### config.mk
export PLATFORM = sky130hd
export DESIGN_NAME = uart_tx
export DESIGN_NICKNAME = d
export VERILOG_FILES = /design/src/rtl/uart_tx.sv
export SDC_FILE = /design/constraint.sdc
export NUM_CORES = 1
export LEC_CHECK = 0
export ABC_AREA = 1
export BUFFER_PORTS_ARGS = -buffer_cell sky130_fd_sc_hd__buf_4
export CAP_MARGIN = 20
export CORE_ASPECT_RATIO = 0.9
export CORE_MARGIN = 10
export CORE_UTILIZATION = 43
export CTS_CLUSTER_DIAMETER = 40
export DETAILED_ROUTE_END_ITERATION = 10
export GPL_TIMING_DRIVEN = 0
export REMOVE_ABC_BUFFERS = 1
export SYNTH_ARGS = -nofsm -noshare
export SYNTH_HDL_FRONTEND = slang
export SYNTH_SLANG_ARGS = --single-unit
### constraint.sdc
create_clock -name CLK -period 3.7 [get_ports CLK]
set_clock_uncertainty 0.15 [all_clocks]
set_input_delay 0.37 -clock CLK [delete_from_list [all_inputs] [get_ports CLK]]
set_output_delay 0.37 -clock CLK [all_outputs]
set_load 0.03 [all_outputs]
### src/rtl/uart_tx.sv
// ------------------------------------------------------------------
// uart_tx : serial transmitter, start / data LSB first / parity / stop
// Rev 1.0
// ------------------------------------------------------------------
`default_nettype none

module uart_tx #(
   parameter int DATA_WIDTH = 8
) (
   input  logic                  CLK,
   input  logic                  RST,
   input  logic [DATA_WIDTH-1:0] P_DATA,
   input  logic                  Data_Valid,
   input  logic                  PAR_EN,
   input  logic                  PAR_TYP,
   output logic                  TX_OUT,
   output logic                  Busy
);

   localparam int CNT_W = (DATA_WIDTH > 1) ? $clog2(DATA_WIDTH) : 1;
   localparam logic [CNT_W-1:0] LAST_BIT = CNT_W'(DATA_WIDTH - 1);

   typedef enum logic [2:0] {
      IDLE   = 3'd0,
      START  = 3'd1,
      DATA   = 3'd2,
      PARITY = 3'd3,
      STOP   = 3'd4
   } state_t;

   state_t                state_q,   state_d;
   logic [CNT_W-1:0]      cnt_q,     cnt_d;
   logic [DATA_WIDTH-1:0] data_q,    data_d;
   logic                  par_en_q,  par_en_d;
   logic                  par_typ_q, par_typ_d;
   logic                  tx_q,      tx_d;
   logic                  busy_q,    busy_d;

   always_comb begin
      state_d   = state_q;
      cnt_d     = cnt_q;
      data_d    = data_q;
      par_en_d  = par_en_q;
      par_typ_d = par_typ_q;

      case (state_q)
         IDLE: begin
            if (Data_Valid) begin
               data_d    = P_DATA;
               par_en_d  = PAR_EN;
               par_typ_d = PAR_TYP;
               state_d   = START;
            end
         end
         START: begin
            state_d = DATA;
            cnt_d   = '0;
         end
         DATA: begin
            if (cnt_q == LAST_BIT) begin
               state_d = par_en_q ? PARITY : STOP;
            end else begin
               cnt_d = cnt_q + CNT_W'(1);
            end
         end
         PARITY:  state_d = STOP;
         STOP:    state_d = IDLE;
         default: state_d = IDLE;
      endcase

      // Line level is decoded from the next state so TX_OUT stays a plain flop.
      case (state_d)
         START:   tx_d = 1'b0;
         DATA:    tx_d = data_q[cnt_d];
         PARITY:  tx_d = (^data_q) ^ par_typ_q;
         default: tx_d = 1'b1;
      endcase

      busy_d = (state_d != IDLE);
   end

   always_ff @(posedge CLK) begin
      if (!RST) begin
         state_q   <= IDLE;
         cnt_q     <= '0;
         data_q    <= '0;
         par_en_q  <= 1'b0;
         par_typ_q <= 1'b0;
         tx_q      <= 1'b1;
         busy_q    <= 1'b0;
      end else begin
         state_q   <= state_d;
         cnt_q     <= cnt_d;
         data_q    <= data_d;
         par_en_q  <= par_en_d;
         par_typ_q <= par_typ_d;
         tx_q      <= tx_d;
         busy_q    <= busy_d;
      end
   end

   assign TX_OUT = tx_q;
   assign Busy   = busy_q;

endmodule

`default_nettype wire

==> metrics.yaml <==
hold_viol_final: 0
synth.avg_cell_area_um2: 6.66
synth_compound_area_share_pct: 11.8
fin_crit_sh_pct: 48.4
synthCells: 143
yosysUniqueCellTypes: 20
final_antenna_net_count: 0
numCtsBuffers: 3
yosys.area_share.simple_pct: 34.8
finalSetupTns_ns: 0
antenna_found_initial: 0
cts_buffer_depth: 2
syn_area_um2: 952
worstHoldStart: "P_DATA[0]"
fp.dieW_um: 69.6
powerDensity_nw_per_um2: 393
drive_above_1_share_pct: 15.8
synth.area.mux_share_pct: 0
p_leak_nw: 0.531
drtIter0Drc: 75
htreeDepth: 1
grt_pass1_vias: 829
die_area_um2: 4500
synthXorXnorAreaFrac_pct: 5.52
worst-r2r-cell-count: 13
dp_hpwl_um: 1570
cts_hold_buf: 0
place_ws_ns: 1.96
fmax_ghz: 0.558
final_common_cell: "nand2_1"
slew_headroom_pct: 77.4
gr-total-overflow: 0
layout_common_cells: "31 x nand2_1, 20 x nor2_1, 18 x dfxtp_1, 18 x inv_1, 14 x buf_4"
die_y_um: 64.6
r2r_slack_ns: 1.91
hold_path_depth: 3
ctsResizeCount: 0
insertedDiodeCount: 0
root_buffer: "clkbuf_4"
fillerInstances: 229
nets: 174
rsz0062_at_grt: "false"
yosysWarnings: 0
slew_violations: 0
setup_slack_ns: 1.91
required_ns: 3.74
cts_tree: "done"
place_congestion: 0.769
synth_top_family_by_area: "simple AND/OR/NAND/NOR gates"
setup_viol: 0
worst_pin_slew_ns: 0.339
drt_wl_total_um: 1990
arrival_ns: 1.84
grt_first_pass_wirelength_um: 3450
rows: 16
worstSkewPairLatency_ns: 0.29
synth-seq-area-share_pct: 37.8
ys_seq_elements: 18
post_cts_buffers: 0
clk_pin_slew_ns: 0.10
hold_end: "data_q[0]"
cp_max_fo: 6
grt_usage_pct: 9.23
io_buffers: 14
path_class: "flip-flop to flip-flop"
cp-start-kind: "flip-flop"
via_per_inst: 4.88
post-route-min-period_ns: 1.79
core_area_um2: 2140
r2r-end: "TX_OUT"
drcViolationCount: 0
hold_class: "input pin to flip-flop"
r2r-start: "cnt_q[0]"
num_vias: 902
ios: 15
start_util_pct: 44.5
outcome: "complete, no violations"
yosys.area_share.adder_pct: 1.31
area_growth_pct: 16.2
ir_worst_vdd_uv: 168
utilization_pct: 51.6
firstDrtPassIters: 4
worst_setup_path_end_kind: "flip-flop"
clkSinkCount: 18
wl_per_cell_um: 10.7
max-cap-violations: 0
grt_max_degree: 20
==> where the power goes <==
group          internal (W)  switching, W
sequential         0.000210     0.0000124
combinational     0.0000478     0.0000688
clock             0.0000379     0.0000581
total              0.000296      0.000139
==> cell families after synthesis <==
kind of cell             count (synthesis)
buffers and inverters                   22
flip-flops                              18
XOR/XNOR                                 6
AO/OA/AOI/OAI                           22
adder cells (fa/ha/maj)                  1
AND/OR/NAND/NOR                         74
==> critical path, cell delays in order, from the launching register on <==
cell and delay [ns]:
dfxtp_1 0.36, ha_1 0.25, nand2_1 0.13, nand2_1 0.06
nand2_1 0.07, nand2_2 0.10, nand2_2 0.11, nand2_1 0.07
nand3_1 0.08, nand2_1 0.07, nand2_1 0.06, nand3_1 0.07
nand2_1 0.07, nand2_1 0.04
==> flip-flops by register name, indices dropped and copies added (netlist names) <==
register and count:
TX_OUT 1, state_q 3, par_en_q 1, par_typ_q 1, data_q 8, cnt_q 3, Busy 1
==> synthesized netlist by cell type <==
cell type / n / area share (%)
nor3_1: 2 / 1.1
inv_1: 18 / 7.1
nand3b_1: 2 / 1.6
o21a_1: 1 / 0.79
nand3_2: 3 / 3.2
nand4_1: 1 / 0.66
xor2_1: 4 / 3.7
nand2_2: 2 / 1.3
ha_1: 1 / 1.3
nor2_1: 20 / 7.9
a21oi_1: 8 / 4.2
inv_2: 2 / 0.79
nor2_2: 1 / 0.66
dfxtp_1: 18 / 38
nand3_1: 12 / 6.3
o21ai_1: 2 / 1.1
clkbuf_1: 2 / 0.79
nand2_1: 31 / 12
xnor2_1: 2 / 1.8
o21ai_0: 11 / 5.8
==> area by class of cell <==
class                      count  area (um2)  share of cell area (%)
tap                           27        33.8                    3.05
clock buffer                   3        22.5                    2.04
sequential                    18         360                    32.6
inverter                      20        75.1                    6.79
timing repair buffer          14         105                    9.50
multi-input combinational    103         509                    46.0
==> routing by layer <==
metal | up-vias | part of all wire, % | track usage [%]
met3 | 5 | 3.6 | 3.35
li1 | 487 | - | -
met4 | 0 | 1.7 | 4.52
met1 | 392 | 48 | 10.5
met2 | 18 | 47 | 15.1
met5 | - | 0 | 0
==> worst max-delay path by stage <==
stage	from	endpoint	cells past startpoint
CTS	cnt_q[0]	TX_OUT	13
floorplan	cnt_q[0]	TX_OUT	13
detailed placement	cnt_q[0]	TX_OUT	13
global route	cnt_q[0]	TX_OUT	13
finish	cnt_q[0]	TX_OUT	13
global placement	cnt_q[0]	TX_OUT	13
==> through the flow <==
stage | cell area (um2) | hold slack (ns) | total power, W | cells
global route | 1110 | 0.169 | 0.000475 | 185
finish | 1110 | 0.173 | 0.000435 | 185
global placement | 1080 | 0.312 | 0.000343 | 182
detailed placement | 1080 | 0.322 | 0.000344 | 182
CTS | 1110 | 0.169 | 0.000441 | 185
floorplan | 945 | 0.294 | 0.000311 | 141
No activity file was read; power rests on OpenSTA's default activity.
